$ cat src/rtl/sub_16bit_seq.sv
// Multi-cycle subtractor: a - b - bin, one CHUNK-bit slice per clock, handshaked.
// Optional zero-result flag enabled by defining SUB16_ZERO_FLAG_EN.
module sub_16bit_seq #(
  parameter int WIDTH = 16,
  parameter int CHUNK = 4
) (
  input  logic             clk,
  input  logic             rst,
  input  logic             in_valid,
  output logic             in_ready,
  input  logic [WIDTH-1:0] a,
  input  logic [WIDTH-1:0] b,
  input  logic             bin,
  output logic             out_valid,
  input  logic             out_ready,
  output logic [WIDTH-1:0] diff,
  output logic             bout,
  output logic             overflow
`ifdef SUB16_ZERO_FLAG_EN
  ,
  output logic             zero
`endif
);

  localparam int N  = WIDTH / CHUNK;
  localparam int IW = (N > 1) ? $clog2(N) : 1;
  localparam logic [IW-1:0] LAST = IW'(N - 1);
  localparam logic [IW-1:0] ONE  = IW'(1);

  if ((WIDTH % CHUNK) != 0 || CHUNK < 1) begin : g_bad_cfg
    $error("WIDTH must be a positive multiple of CHUNK");
  end

  typedef enum logic [1:0] {
    IDLE,
    CALC,
    DONE
  } state_t;

  state_t           state;
  logic [WIDTH-1:0] a_q;
  logic [WIDTH-1:0] b_q;
  logic             borrow_q;
  logic [IW-1:0]    idx;

  logic [CHUNK-1:0] a_k;
  logic [CHUNK-1:0] b_k;
  logic [CHUNK:0]   sub_k;
  logic [WIDTH-1:0] diff_nxt;
  logic             ovf_nxt;

  // Top bit of the widened slice difference is the borrow into the next slice.
  always_comb begin
    a_k      = a_q[idx*CHUNK +: CHUNK];
    b_k      = b_q[idx*CHUNK +: CHUNK];
    sub_k    = {1'b0, a_k}
             - {1'b0, b_k}
             - {{CHUNK{1'b0}}, borrow_q};
    diff_nxt = diff;
    diff_nxt[idx*CHUNK +: CHUNK] = sub_k[CHUNK-1:0];
    ovf_nxt  = (a_q[WIDTH-1] ^ b_q[WIDTH-1])
             & (diff_nxt[WIDTH-1] ^ a_q[WIDTH-1]);
  end

  always_ff @(posedge clk) begin
    if (rst) begin
      state     <= IDLE;
      in_ready  <= 1'b1;
      out_valid <= 1'b0;
      diff      <= '0;
      bout      <= 1'b0;
      overflow  <= 1'b0;
      a_q       <= '0;
      b_q       <= '0;
      borrow_q  <= 1'b0;
      idx       <= '0;
`ifdef SUB16_ZERO_FLAG_EN
      zero      <= 1'b0;
`endif
    end else begin
      unique case (state)
        IDLE: begin
          if (in_valid) begin
            a_q      <= a;
            b_q      <= b;
            borrow_q <= bin;
            idx      <= '0;
            in_ready <= 1'b0;
            state    <= CALC;
          end
        end
        CALC: begin
          diff     <= diff_nxt;
          borrow_q <= sub_k[CHUNK];
          idx      <= idx + ONE;
          if (idx == LAST) begin
            bout      <= sub_k[CHUNK];
            overflow  <= ovf_nxt;
            out_valid <= 1'b1;
            state     <= DONE;
`ifdef SUB16_ZERO_FLAG_EN
            zero      <= ~|diff_nxt;
`endif
          end
        end
        DONE: begin
          if (out_ready) begin
            out_valid <= 1'b0;
            in_ready  <= 1'b1;
            state     <= IDLE;
          end
        end
        default: begin
          state     <= IDLE;
          in_ready  <= 1'b1;
          out_valid <= 1'b0;
        end
      endcase
    end
  end

endmodule
$ cat config.mk
export PLATFORM = sky130hd
export DESIGN_NAME = sub_16bit_seq
export DESIGN_NICKNAME = d
export VERILOG_FILES = /design/src/rtl/sub_16bit_seq.sv
export SDC_FILE = /design/constraint.sdc
export NUM_CORES = 1
export LEC_CHECK = 0
export ABC_AREA = 1
export BUFFER_PORTS_ARGS = -buffer_cell sky130_fd_sc_hd__buf_4
export CAP_MARGIN = 30
export CELL_PAD_IN_SITES_DETAIL_PLACEMENT = 0
export CELL_PAD_IN_SITES_GLOBAL_PLACEMENT = 1
export CORE_MARGIN = 2
export CORE_UTILIZATION = 35
export DETAILED_ROUTE_END_ITERATION = 12
export PLACE_DENSITY = 0.83
export SETUP_SLACK_MARGIN = 0.2
export SKIP_CTS_REPAIR_TIMING = 1
export SLEW_MARGIN = 0
export SYNTH_ARGS = -nofsm -noshare
export SYNTH_HDL_FRONTEND = slang
export SYNTH_SLANG_ARGS = --single-unit
$ cat constraint.sdc
create_clock -name clk -period 2.5 [get_ports clk]
set_input_delay 0.625 -clock clk [delete_from_list [all_inputs] [get_ports clk]]
set_output_delay 0.625 -clock clk [all_outputs]
set_load 0.005 [all_outputs]
### Word-level counts from Yosys, hierarchy flattened

Cells that the tools add are included.
Widths: inputs -> output; s select.

| operators by class | value |
|---|---|
| bitwise gates (word level) | 5 |
| add/subtract/negate cells | 4 |
| shift-type cells | 4 |
| $mul | 0 |
| equality and inequality tests | 6 |
| reductions and logical operators | 8 |
| mux-type cells | 15 |
| order comparisons | 0 |
| divide/modulo/power cells | 0 |

Operators by type and width:

| kind | number |
|---|---|
| $neg 4->34 | 1 |
| $shift 4x34->16 const A | 1 |
| $shiftx 4x34->16 | 1 |
| $shiftx 16x5->4 | 2 |
| $bwmux 16 | 1 |
| $reduce_and 3->1 | 3 |
| $mux 2 | 4 |
| $ne 2x2->1 const B | 3 |
| $pmux 1 s3 | 2 |
| $pmux 2 s3 | 1 |
| $reduce_and 2->1 | 3 |
| $mux 1 | 5 |
| $sub 4x4->5 | 1 |
| $sub 5x1->5 | 1 |
| $eq 2x2->1 const B | 2 |
| $pmux 2 s2 | 1 |
| $add 2x1->2 const B | 1 |
| $eq 2x1->1 const B | 1 |
| $logic_not 2->1 | 1 |
| $not 1->1 | 2 |
| $pmux 1 s2 | 1 |
| $reduce_bool 2->1 | 1 |
| $xor 1x1->1 | 2 |
| $and 1x1->1 | 1 |

| word-level totals | value |
|---|---|
| bits in latches | 0 |
| logic and storage cells | 52 |
| memories kept | 0 |
| output and inout port bits | 20 |
| memory bits (read-only) | 0 |
| memory bits (writable) | 0 |
| register bits | 57 |

### Logic depth before layout (Yosys ltp)

Gate-level depths: netlist of run 1.

| logic depth | value |
|---|---|
| depth after elaboration | 7 |
| depth in mapped cells | 17 |

### Worst setup path after synthesis of run 1

No wires, ideal clock.

| path | value |
|---|---|
| path type | register to register |
| start point | register idx[0] |
| end point | register borrow_q |
| data arrival time | 2.425 ns |
| path slack | -0.058 ns |
| period minus slack after synthesis | 2.558 ns |
| library setup time | 0.132 ns |
| cell stages (with the launch flop) | 12 |
| cell sequence | dfxtp_1 > buf_6 > clkbuf_1 > nand2_1 > a32o_1 > fa_1 > fa_1 > nand2_1 > a21oi_1 > xor2_1 > o21ai_0 > a21oi_1 |

| on the way | value |
|---|---|
| cells in the longest elaborated chain, start to end | 4 |

Ends and longest elaborated chain:

| element | line | source |
|---|---|---|
| start, declared | 44 | `logic [IW-1:0] idx;` |
| start signal, assigned | 95 | `idx <= idx + ONE;` |
| $shiftx 16x5->4, on equally long branches | 54, 55 |  |
| $sub 4x4->5 * | 57 | `- {1'b0, b_k}` |
| $sub 5x1->5 * | 58 | `- {{CHUNK{1'b0}}, borrow_q};` |
| $pmux 1 s2 * | 81 | `unique case (state)` |
| end signal, assigned | 86 | `borrow_q <= bin;` |
| end signal, assigned | 94 | `borrow_q <= sub_k[CHUNK];` |
| end, declared | 43 | `logic borrow_q;` |

Mark *: on every way between the ends. The rest lies on a longest branch, timed or not.
A chain may end at the register's enable or synchronous reset.

### Worst setup path after layout of run 1

| path | value |
|---|---|
| start point | register idx[0] |
| end point | register overflow |

| on the way | value |
|---|---|
| cells in the longest elaborated chain, start to end | 7 |

Ends and longest elaborated chain:

| element | line | source |
|---|---|---|
| $shiftx 16x5->4, on equally long branches | 54, 55 |  |
| $sub 4x4->5 | 57 |  |
| $sub 5x1->5 | 58 |  |
| $shiftx 4x34->16 | 60 | `diff_nxt[idx*CHUNK +: CHUNK] = sub_k[CHUNK-1:0];` |
| $bwmux 16 | 60 |  |
| $xor 1x1->1 | 62 | `& (diff_nxt[WIDTH-1] ^ a_q[WIDTH-1]);` |
| $and 1x1->1 | 62 |  |
| end signal, assigned | 98 | `overflow <= ovf_nxt;` |
| end, declared | 18 | `output logic overflow` |

Several ways; a longest one is shown, not always the timed one.

==> results.yml, run 1 <==
run_status:
  status: "complete, no violations"
drt:
  vias_per_cell: 4.616
  detail_route.wl_per_cell_microns: 11.96
  drt-total-wl_mm: 6.257
  drtPass1Iterations: 5
  drt_iter0_drc: 88
  post-route-drc-count: 0
  final_antenna_net_count: 0
  num_vias: 2414
critical_path:
  startpoint_type: "flop"
  criticalPathCategory: "flop to flop"
  arrival_ns: 2.47
  cp_max_fo: 11
  required_ns: 2.73
  end_kind: "flop"
power_and_ir_drop:
  p_comb_share_pct: 21.6
  power_density_nw_per_um2: 694.8
  p_leak_uw: 0.001513
  peakVddDrop_mv: 0.2679
  seqPwrFrac_pct: 41.4
  p_clk_share_pct: 37.0
  swShare_pct: 29.83
  internal_power_uw: 1707
  p_switching_uw: 725.5
placed_design:
  place_area_sq_um: 3157
  finalWeightedCongestion: 0.8007
  dpl.hpwl_mm: 4.533
  port_buffers: 56
  dp.cells: 499
clocking:
  clk_pin_slew_ns: 0.07
  clock_latency_ns: 0.34
  cts-root-buf: "clkbuf_8"
  htree_levels: 3
  clockBufferDepth: 2
  cts-buffers-inserted: 9
  cts_tree: "yes"
  cts.sinks: 57
layout:
  fill_cells: 752
  utilization_pct: 48.27
  final_area_sq_um: 3501
  drive_gt1_share_pct: 27.36
  n_antenna_cell: 0
  nNetsFinal: 468
  area_growth_pct: 32.98
  stdcell_count: 523
timing:
  setup_viol: 0
  max-slew-margin-rel_pct: 70.24
  hold_viol_final: 0
  worstMarginPinSlew_ns: 0.4430
  period_needed_ns: 2.248
  drv_slew: 0
  fmax_mhz: 444.9
  final.setup.tns_ns: 0
  fin_skew_ns: 0.01190
  period_share_pct: 89.91
  rsz0062_at_grt: "yes"
grt:
  grt_pass1_wl_mm: 10.32
  antenna_found_initial: 0
  track_usage_pct: 15.55
  grt.overflow.total: 0
  grt_max_degree: 36
  grt_pass1_vias: 2286
yosys:
  yosysTopAreaCell: "dfxtp_1"
  ys_ff_latch: 57
  seq_area_frac_synth_pct: 43.35
  ys.flop_type: "dfxtp_1"
  syn_inst: 354
  synth_fp_nets: 403
  synth_area_sq_um: 2633
  synth-edff-count: 0
  ys_types: 31
  syn_area_per_cell_sq_um: 7.437
  synthArstFlopShare_pct: 0
  yosys.area.top_type_share_pct: 43.35
  ys_warn_count: 0
  synth_area_leaders: "dfxtp_1, nor2_1, o21ai_0"
die:
  initial_core_util_pct: 36.29
  ios: 57
  rows: 31
  dieHeight_microns: 90.73
  die_area_sq_um: 8231
  core_area_sq_um: 7253
  die_x_microns: 90.73
job:
  drv_cap: 0
worst_hold_path:
  hp-class: "flop to flop"
==> worst max-delay path, cell delays in order (launching register included) <==
cell and delay (ns):
dfxtp_4 0.43, clkinv_8 0.09, nor2_1 0.16, o22ai_2 0.12, fa_2 0.39, inv_1 0.07, ha_1 0.23, nand3_2 0.09
nand3_2 0.09, nand2_2 0.10, nand4_4 0.09, nand3_1 0.09, nand2_1 0.05, nor2_1 0.09, nor2_1 0.04
==> kinds of logic after synthesis <==
| kind of cell | synth area share, % |
|---|---|
| compound gates | 17.49 |
| flops | 43.35 |
| fa+ha+maj | 6.274 |
| buf+inv | 6.559 |
| simple gates | 26.00 |
| xor+xnor | 0.3328 |
==> power by group through the flow <==
| stage | registers (uW) | logic [uW] | clock network (uW) |
|---|---|---|---|
| 6_report | 1010 | 525 | 900 |
| 3_5_place_dp | 1030 | 482 | 0 |
| 5_1_grt | 1010 | 592 | 968 |
| 4_1_cts | 1010 | 484 | 916 |
| 2_1_floorplan | 1010 | 356 | 0 |
| 3_3_place_gp | 1030 | 474 | 0 |
==> state kept, by name (all words and copies together), names as in the netlist <==
register and cells:
borrow_q 1, overflow 1, state 2, idx 2, in_ready 1, out_valid 1
bout 1, diff 16, a_q 16, b_q 16
==> cell usage in the layout (no fill, tap or decap), drive strengths merged, types with 4 or more instances in the layout <==
master / count
nand3: 8
ha: 10
o21ai: 45
nor3: 5
a21oi: 25
dfxtp: 57
clkbuf: 11
nand2: 52
inv: 26
nor2: 89
buf: 69
clkinv: 4
==> cell usage after synthesis, types with 4 or more instances <==
master    count
nand3_2       4
clkbuf_1     11
inv_1        24
o21ai_0      44
ha_1         10
a21oi_1      23
buf_2         4
nor3_1        5
nand3_1       4
dfxtp_1      57
nand2_1      48
nand2_2       4
nor2_1       88
==> final cells by class <==
cell class	count	area [sq um]	share of cell area, %
clock buffer	11	151.4	4.325
inverter	26	115.1	3.288
tap	99	123.9	3.538
clock inverter	5	63.81	1.823
timing repair buffer	69	521.8	14.90
timing repair inverter	1	8.758	0.2502
sequential	57	1149	32.81
multi-input combinational	255	1368	39.06
==> worst paths after layout <==
kind / from / to / slack (ns) / cells past startpoint
setup / recovery: idx[0]$_SDFFE_PP0P_ / overflow$_SDFFE_PP0P_ / 0.25 / 14
hold / removal: in_ready$_SDFFE_PP1P_ / in_ready$_SDFFE_PP1P_ / 0.45 / 2
setup reg to reg: idx[0]$_SDFFE_PP0P_ / overflow$_SDFFE_PP0P_ / 0.25 / 14
hold reg to reg: in_ready$_SDFFE_PP1P_ / in_ready$_SDFFE_PP1P_ / 0.45 / 2
==> per-layer routing <==
metal | up-vias | routed length [microns] | track usage [%]
met5 | - | 0 | 0
met4 | 0 | 115 | 7.179
met3 | 15 | 281 | 3.923
met2 | 55 | 2868 | 24.75
met1 | 1061 | 2991 | 19.72
li1 | 1283 | - | -
==> stage by stage <==
stage / hold slack, ns / worst slack (ns) / power, uW
4_1_cts: 0.4511 / 0.1046 / 2407
5_1_grt: 0.4782 / 0.1077 / 2572
3_5_place_dp: 0.4396 / 0.1315 / 1508
6_report: 0.4466 / 0.2523 / 2432
3_3_place_gp: 0.4330 / 0.2227 / 1499
2_1_floorplan: 0.4293 / 0.2217 / 1370
No activity file was read; power rests on OpenSTA's default activity.
==> run 2: changes to the inputs <==
--- a/config.mk
+++ b/config.mk
@@ -13,7 +13,7 @@
 export CORE_MARGIN = 2
-export CORE_UTILIZATION = 35
+export CORE_UTILIZATION = 36
+export CTS_BUF_LIST = sky130_fd_sc_hd__clkbuf_8
 export DETAILED_ROUTE_END_ITERATION = 12
-export PLACE_DENSITY = 0.83
+export PLACE_DENSITY = 0.85
 export SETUP_SLACK_MARGIN = 0.2
-export SKIP_CTS_REPAIR_TIMING = 1
 export SLEW_MARGIN = 0
==> constraint.sdc (replaced) <==
create_clock -name clk -period 2.5 [get_ports clk]
set_input_delay 0.375 -clock clk [delete_from_list [all_inputs] [get_ports clk]]
set_output_delay 0.375 -clock clk [all_outputs]
set_load 0.005 [all_outputs]
==> run 2 against run 1 <==
Effect of this change:
- sequential cell count unchanged
- critical endpoint is now borrow_q$_SDFFE_PP0P_
- combinational power increased by 16%
- maximum frequency increased by 0.66%
- highest routed layer unchanged
- via count increased by 1.5%
- largest power group unchanged
- worst hold slack got worse by 0.17 ns
- critical path depth decreased by 3
- sequential power about the same
- non-clock buffer count increased by 6
- die area decreased by 2.6%
- count of clock-buffer cells in the layout decreased by 2
==> results.yml, run 2 (synthesized netlist as in run 1, its figures left out) <==
layout:
  layout_commonest_cell: "nor2_1"
  nNetsFinal: 474
  fill_cells: 717
  seq_area_sq_um: 1146
  n_antenna_cell: 0
  area_growth_pct: 36.41
  drive_gt1_share_pct: 29.77
  final_cell_mix: "nor2_1, buf_4, dfxtp_1, nand2_1, o21ai_0"
  top_regs: "a_q (16), b_q (16), diff (16)"
  stdcell_count: 529
  multi_input_area_sq_um: 1419
critical_path:
  criticalPathCategory: "flop to flop"
  required_ns: 2.77
  startpoint_type: "flop"
  r2r_cells: 11
  reg2reg_to: "borrow_q$_SDFFE_PP0P_"
  end_kind: "flop"
  r2r_slack_ns: 0.27
  arrival_ns: 2.50
  cp_max_fo: 8
  reg2reg_from: "idx[0]$_SDFFE_PP0P_"
drt:
  drt-total-wl_mm: 6.412
  post-route-drc-count: 0
  routed.top_layer: "met4"
  detail_route.wl_per_cell_microns: 12.12
  drtPass1Iterations: 6
  drt_iter0_drc: 95
  dr_wl_met3_microns: 296
  wl_met1_mm: 3.015
  route.met2.wl_mm: 3.009
  vias_per_cell: 4.631
  num_vias: 2450
  final_antenna_net_count: 0
clocking:
  cts_hold_buf: 0
  cts-buffers-inserted: 9
  cts-root-buf: "clkbuf_8"
  clk_pin_slew_ns: 0.06
  htree_levels: 3
  cts_tree: "yes"
  cts.sinks: 57
  clockBufferDepth: 2
  clock_latency_ns: 0.34
power_and_ir_drop:
  power_density_nw_per_um2: 704.6
  swShare_pct: 29.44
  p_leak_uw: 0.001552
  seqPwrFrac_pct: 39.9
  internal_power_uw: 1785
  p_clk_share_pct: 36.1
  p_comb_share_pct: 24.0
  p_switching_uw: 744.8
  peakVddDrop_mv: 0.3859
timing:
  layout_setup_ws_ns: 0.2670
  max-slew-margin-rel_pct: 37.69
  final.setup.tns_ns: 0
  rsz0062_at_grt: "yes"
  fin_skew_ns: 0.004858
  drv_slew: 0
  period_share_pct: 89.32
  worstMarginPinSlew_ns: 0.9336
  setup_viol: 0
  hold_viol_final: 0
  period_needed_ns: 2.233
  fmax_mhz: 447.8
worst_hold_path:
  hp-start: "b[3]"
  hp-class: "primary input to flop"
  min_to: "b_q[3]$_SDFFE_PP0P_"
  hold_depth: 3
placed_design:
  dpl.hpwl_mm: 4.432
  dp.cells: 497
  finalWeightedCongestion: 0.8392
  dp_worst_setup_slack_ns: 0.1336
  port_buffers: 56
die:
  core_area_sq_um: 7176
  rows: 31
  ios: 57
  dieHeight_microns: 89.52
  die_area_sq_um: 8013
  die_x_microns: 89.52
  initial_core_util_pct: 36.69
job:
  drv_cap: 0
grt:
  antenna_found_initial: 0
  grt_pass1_wl_mm: 10.18
  track_usage_pct: 16.56
  grt.overflow.total: 0
  grt_max_degree: 36
  grt_pass1_vias: 2285
run_status:
  status: "complete, no violations"
## run 2: changes by cell type in the layout (fill, tap and decap cells not counted), sizes merged
cell / previous run / this run
buf: 69 / 75
bufinv: 1 / 2
clkbuf: 11 / 9
inv: 26 / 27
## run 2: worst max-delay path by stage
stage,from,to,slack (ns),depth (start not counted)
2_1_floorplan,idx[0]$_SDFFE_PP0P_,overflow$_SDFFE_PP0P_,0.22,15
3_3_place_gp,idx[0]$_SDFFE_PP0P_,diff[14]$_SDFFE_PP0P_,0.21,10
3_5_place_dp,idx[0]$_SDFFE_PP0P_,diff[14]$_SDFFE_PP0P_,0.13,10
4_1_cts,idx[0]$_SDFFE_PP0P_,overflow$_SDFFE_PP0P_,0.20,14
5_1_grt,idx[1]$_SDFFE_PP0P_,diff[14]$_SDFFE_PP0P_,0.14,10
6_report,idx[0]$_SDFFE_PP0P_,borrow_q$_SDFFE_PP0P_,0.27,11
## run 2: through the flow
stage | hold slack [ns] | util [%] | area, sq um | total power [uW]
5_1_grt | 0.2819 | 50.04 | 3591 | 2667
3_3_place_gp | 0.4332 | 43.78 | 3142 | 1495
4_1_cts | 0.2754 | 46.82 | 3359 | 2416
6_report | 0.2815 | 50.04 | 3591 | 2530
2_1_floorplan | 0.4293 | - | 2661 | 1370
3_5_place_dp | 0.4398 | 43.78 | 3142 | 1506
## run 2: power groups by stage
stage | Clock (uW) | Combinational (uW) | Sequential [uW]
final | 914 | 608 | 1010
after global routing | 975 | 677 | 1010
after CTS | 926 | 482 | 1010
after detailed placement | 0 | 479 | 1030
after global placement | 0 | 468 | 1030
after floorplan | 0 | 356 | 1010
## run 2: layer usage
layer / vias up / GRT usage [%]
met5: - / 0
met3: 10 / 6.741
li1: 1306 / -
met2: 52 / 25.72
met4: 0 / 5.020
met1: 1082 / 21.11
## run 2: what timing repair did
item,in CTS,in global routing
pin swaps,0,12
setup endpoints to repair,9,12
buffers inserted,0,15
cloned,0,1
resized for setup,3,29
## run 2: worst max-delay path, cell delays in order, from the launching register on
cell and delay, ns:
dfxtp_4 0.39, buf_6 0.14, buf_4 0.13, or2_4 0.23, a32oi_2 0.22, inv_2 0.06
fa_2 0.38, nand2_2 0.11, a21oi_2 0.06, xor2_1 0.24, o21ai_1 0.09, a21oi_1 0.11
## run 2: cell type report
class | count | area share [%]
Sequential cell | 57 | 31.92
Timing Repair inverter | 1 | 0.2439
Tap cell | 99 | 3.449
Inverter | 26 | 3.136
Clock inverter | 7 | 2.404
Clock buffer | 9 | 3.449
Multi-Input combinational cell | 255 | 39.51
Timing Repair Buffer | 75 | 15.89
==> run 3: changes to the inputs <==
Clock period 2.5 ns to 2.05 ns, I/O delays scaled along.
==> run 3 against run 2 <==
Effect of this change:
- the run now ends with negative setup slack left
- cell count increased by 1.5%
- sequential cell count unchanged
- maximum frequency is 0.47% higher
- power is 27% higher
- die area unchanged
- worst setup slack worse by 0.44 ns
- critical path depth fell by 3
- utilization up 2.5 points
- non-clock buffer count is 8 higher
- critical endpoint is now diff[9]$_SDFFE_PP0P_
- largest cell class unchanged
==> results.yml, run 3 (synthesized netlist as in run 1, its figures left out) <==
grt:
  grt_max_degree: 36
  antenna_found_initial: 0
  track_usage_pct: 16.97
  gr-usage-met1_pct: 20.69
  grt_pass1_vias: 2351
  use_met2_pct: 27.95
  grt_util_met3_pct: 3.232
  grt.overflow.total: 0
  gr-max-usage-layer: "met2"
  grt_pass1_wl_mm: 10.38
critical_path:
  required_ns: 2.27
  startpoint_type: "flop"
  criticalPathCategory: "flop to flop"
  cp_max_fo: 8
  end_kind: "flop"
  arrival_ns: 2.44
power_and_ir_drop:
  peakVddDrop_mv: 0.3731
  power_density_nw_per_um2: 849.1
  p_leak_uw: 0.001610
die:
  core_area_sq_um: 7176
  die_area_sq_um: 8013
  dieHeight_microns: 89.52
  die_x_microns: 89.52
  ios: 57
  rows: 31
  initial_core_util_pct: 36.69
timing:
  drv_slew: 0
  final.setup.tns_ns: -1.469
  max-slew-margin-rel_pct: 71.49
  hold_viol_final: 0
  worstMarginPinSlew_ns: 0.4244
  period_share_pct: 108.4
  fmax_mhz: 450.0
  period_needed_ns: 2.222
  fin_skew_ns: 0.01299
  setup_viol: 15
  layout_setup_ws_ns: -0.1724
  rsz0062_at_grt: "yes"
clocking:
  cts-root-buf: "clkbuf_8"
  clk_pin_slew_ns: 0.07
  cts-buffers-inserted: 9
  cts.sinks: 57
  htree_levels: 3
  cts_tree: "yes"
  clockBufferDepth: 2
  clock_latency_ns: 0.34
layout:
  drive_gt1_share_pct: 34.02
  final_cell_mix: "nor2_1, buf_4, dfxtp_1, nand2_1, o21ai_0"
  nNetsFinal: 482
  n_antenna_cell: 0
  fill_cells: 686
  area_growth_pct: 43.25
  top_regs: "a_q (16), b_q (16), diff (16)"
  layout_commonest_cell: "nor2_1"
  utilization_pct: 52.55
  multi_input_area_sq_um: 1521
  seq_area_sq_um: 1146
job:
  drv_cap: 0
drt:
  detail_route.wl_per_cell_microns: 12.42
  vias_per_cell: 4.775
  final_antenna_net_count: 0
  drt-total-wl_mm: 6.669
  num_vias: 2564
  post-route-drc-count: 0
  drtPass1Iterations: 4
  drt_iter0_drc: 69
run_status:
  status: "finished, violations left"
  violations: "negative setup slack"
worst_hold_path:
  hp-class: "primary input to flop"
placed_design:
  port_buffers: 56
  finalWeightedCongestion: 0.8271
  dpl.hpwl_mm: 4.716
## run 3: cell types whose count changed in the layout (fill, tap and decap cells not counted), moves of 3 or more
cell	delta
buf_4	+7
clkbuf_8	+3
ha_1	-3
ha_4	+3
o21ai_0	-3
## run 3: where the power goes
part | internal (uW) | switching, uW
Sequential | 1180 | 53.8
Combinational | 411 | 483
Clock | 650 | 425
## run 3: stage by stage
step | worst slack, ns | cell area (sq um) | total power [uW] | cells | hold WS (ns)
5_1_grt | -0.2739 | 3771 | 3376 | 537 | 0.2207
2_1_floorplan | -0.2053 | 2664 | 1675 | 354 | 0.3785
4_1_cts | -0.1358 | 3582 | 3052 | 533 | 0.2141
3_5_place_dp | -0.1893 | 3284 | 1925 | 514 | 0.4360
3_3_place_gp | -0.1325 | 3284 | 1911 | 514 | 0.4329
6_report | -0.1724 | 3771 | 3202 | 537 | 0.2276
## run 3: routing by layer
metal  part of all wire [%]  wire (microns)
met1                     45            2981
met2                     47            3143
met3                    4.9             324
met4                    3.3             221
met5                      0               0
## run 3: area by class of cell
cell class	count	area share [%]
repair buffers	83	17.42
inverters	26	2.887
multi-input cells	255	40.35
clock inverters	4	1.128
clock buffers	12	4.380
well taps	99	3.285
flip-flops and latches	57	30.39
repair inverters	1	0.1659
## run 3: path summary, 6_finish.rpt
path	startpoint	to	slack [ns]	cells past startpoint
worst min register to register	in_ready$_SDFFE_PP1P_	in_ready$_SDFFE_PP1P_	0.44	2
worst max-delay path	idx[0]$_SDFFE_PP0P_	diff[9]$_SDFFE_PP0P_	-0.17	8
worst max register to register	idx[0]$_SDFFE_PP0P_	diff[9]$_SDFFE_PP0P_	-0.17	8
worst min-delay path	b[12]	b_q[12]$_SDFFE_PP0P_	0.23	3
## run 3: worst max-delay path, stage by stage (launching register included)
cell,delay (ns)
dfxtp_4,0.41
buf_12,0.15
o21ai_4,0.12
o22ai_2,0.10
fa_2,0.40
fa_2,0.58
inv_1,0.08
a32oi_1,0.21
nor2_1,0.06
## run 3: what timing repair did
item	in CTS	in global routing
cloned	1	1
pin swaps	7	13
setup buffers	2	3
hold buffers	0	0
hold endpoints to repair	0	0
gates resized for setup	18	30
setup endpoints to repair	18	19
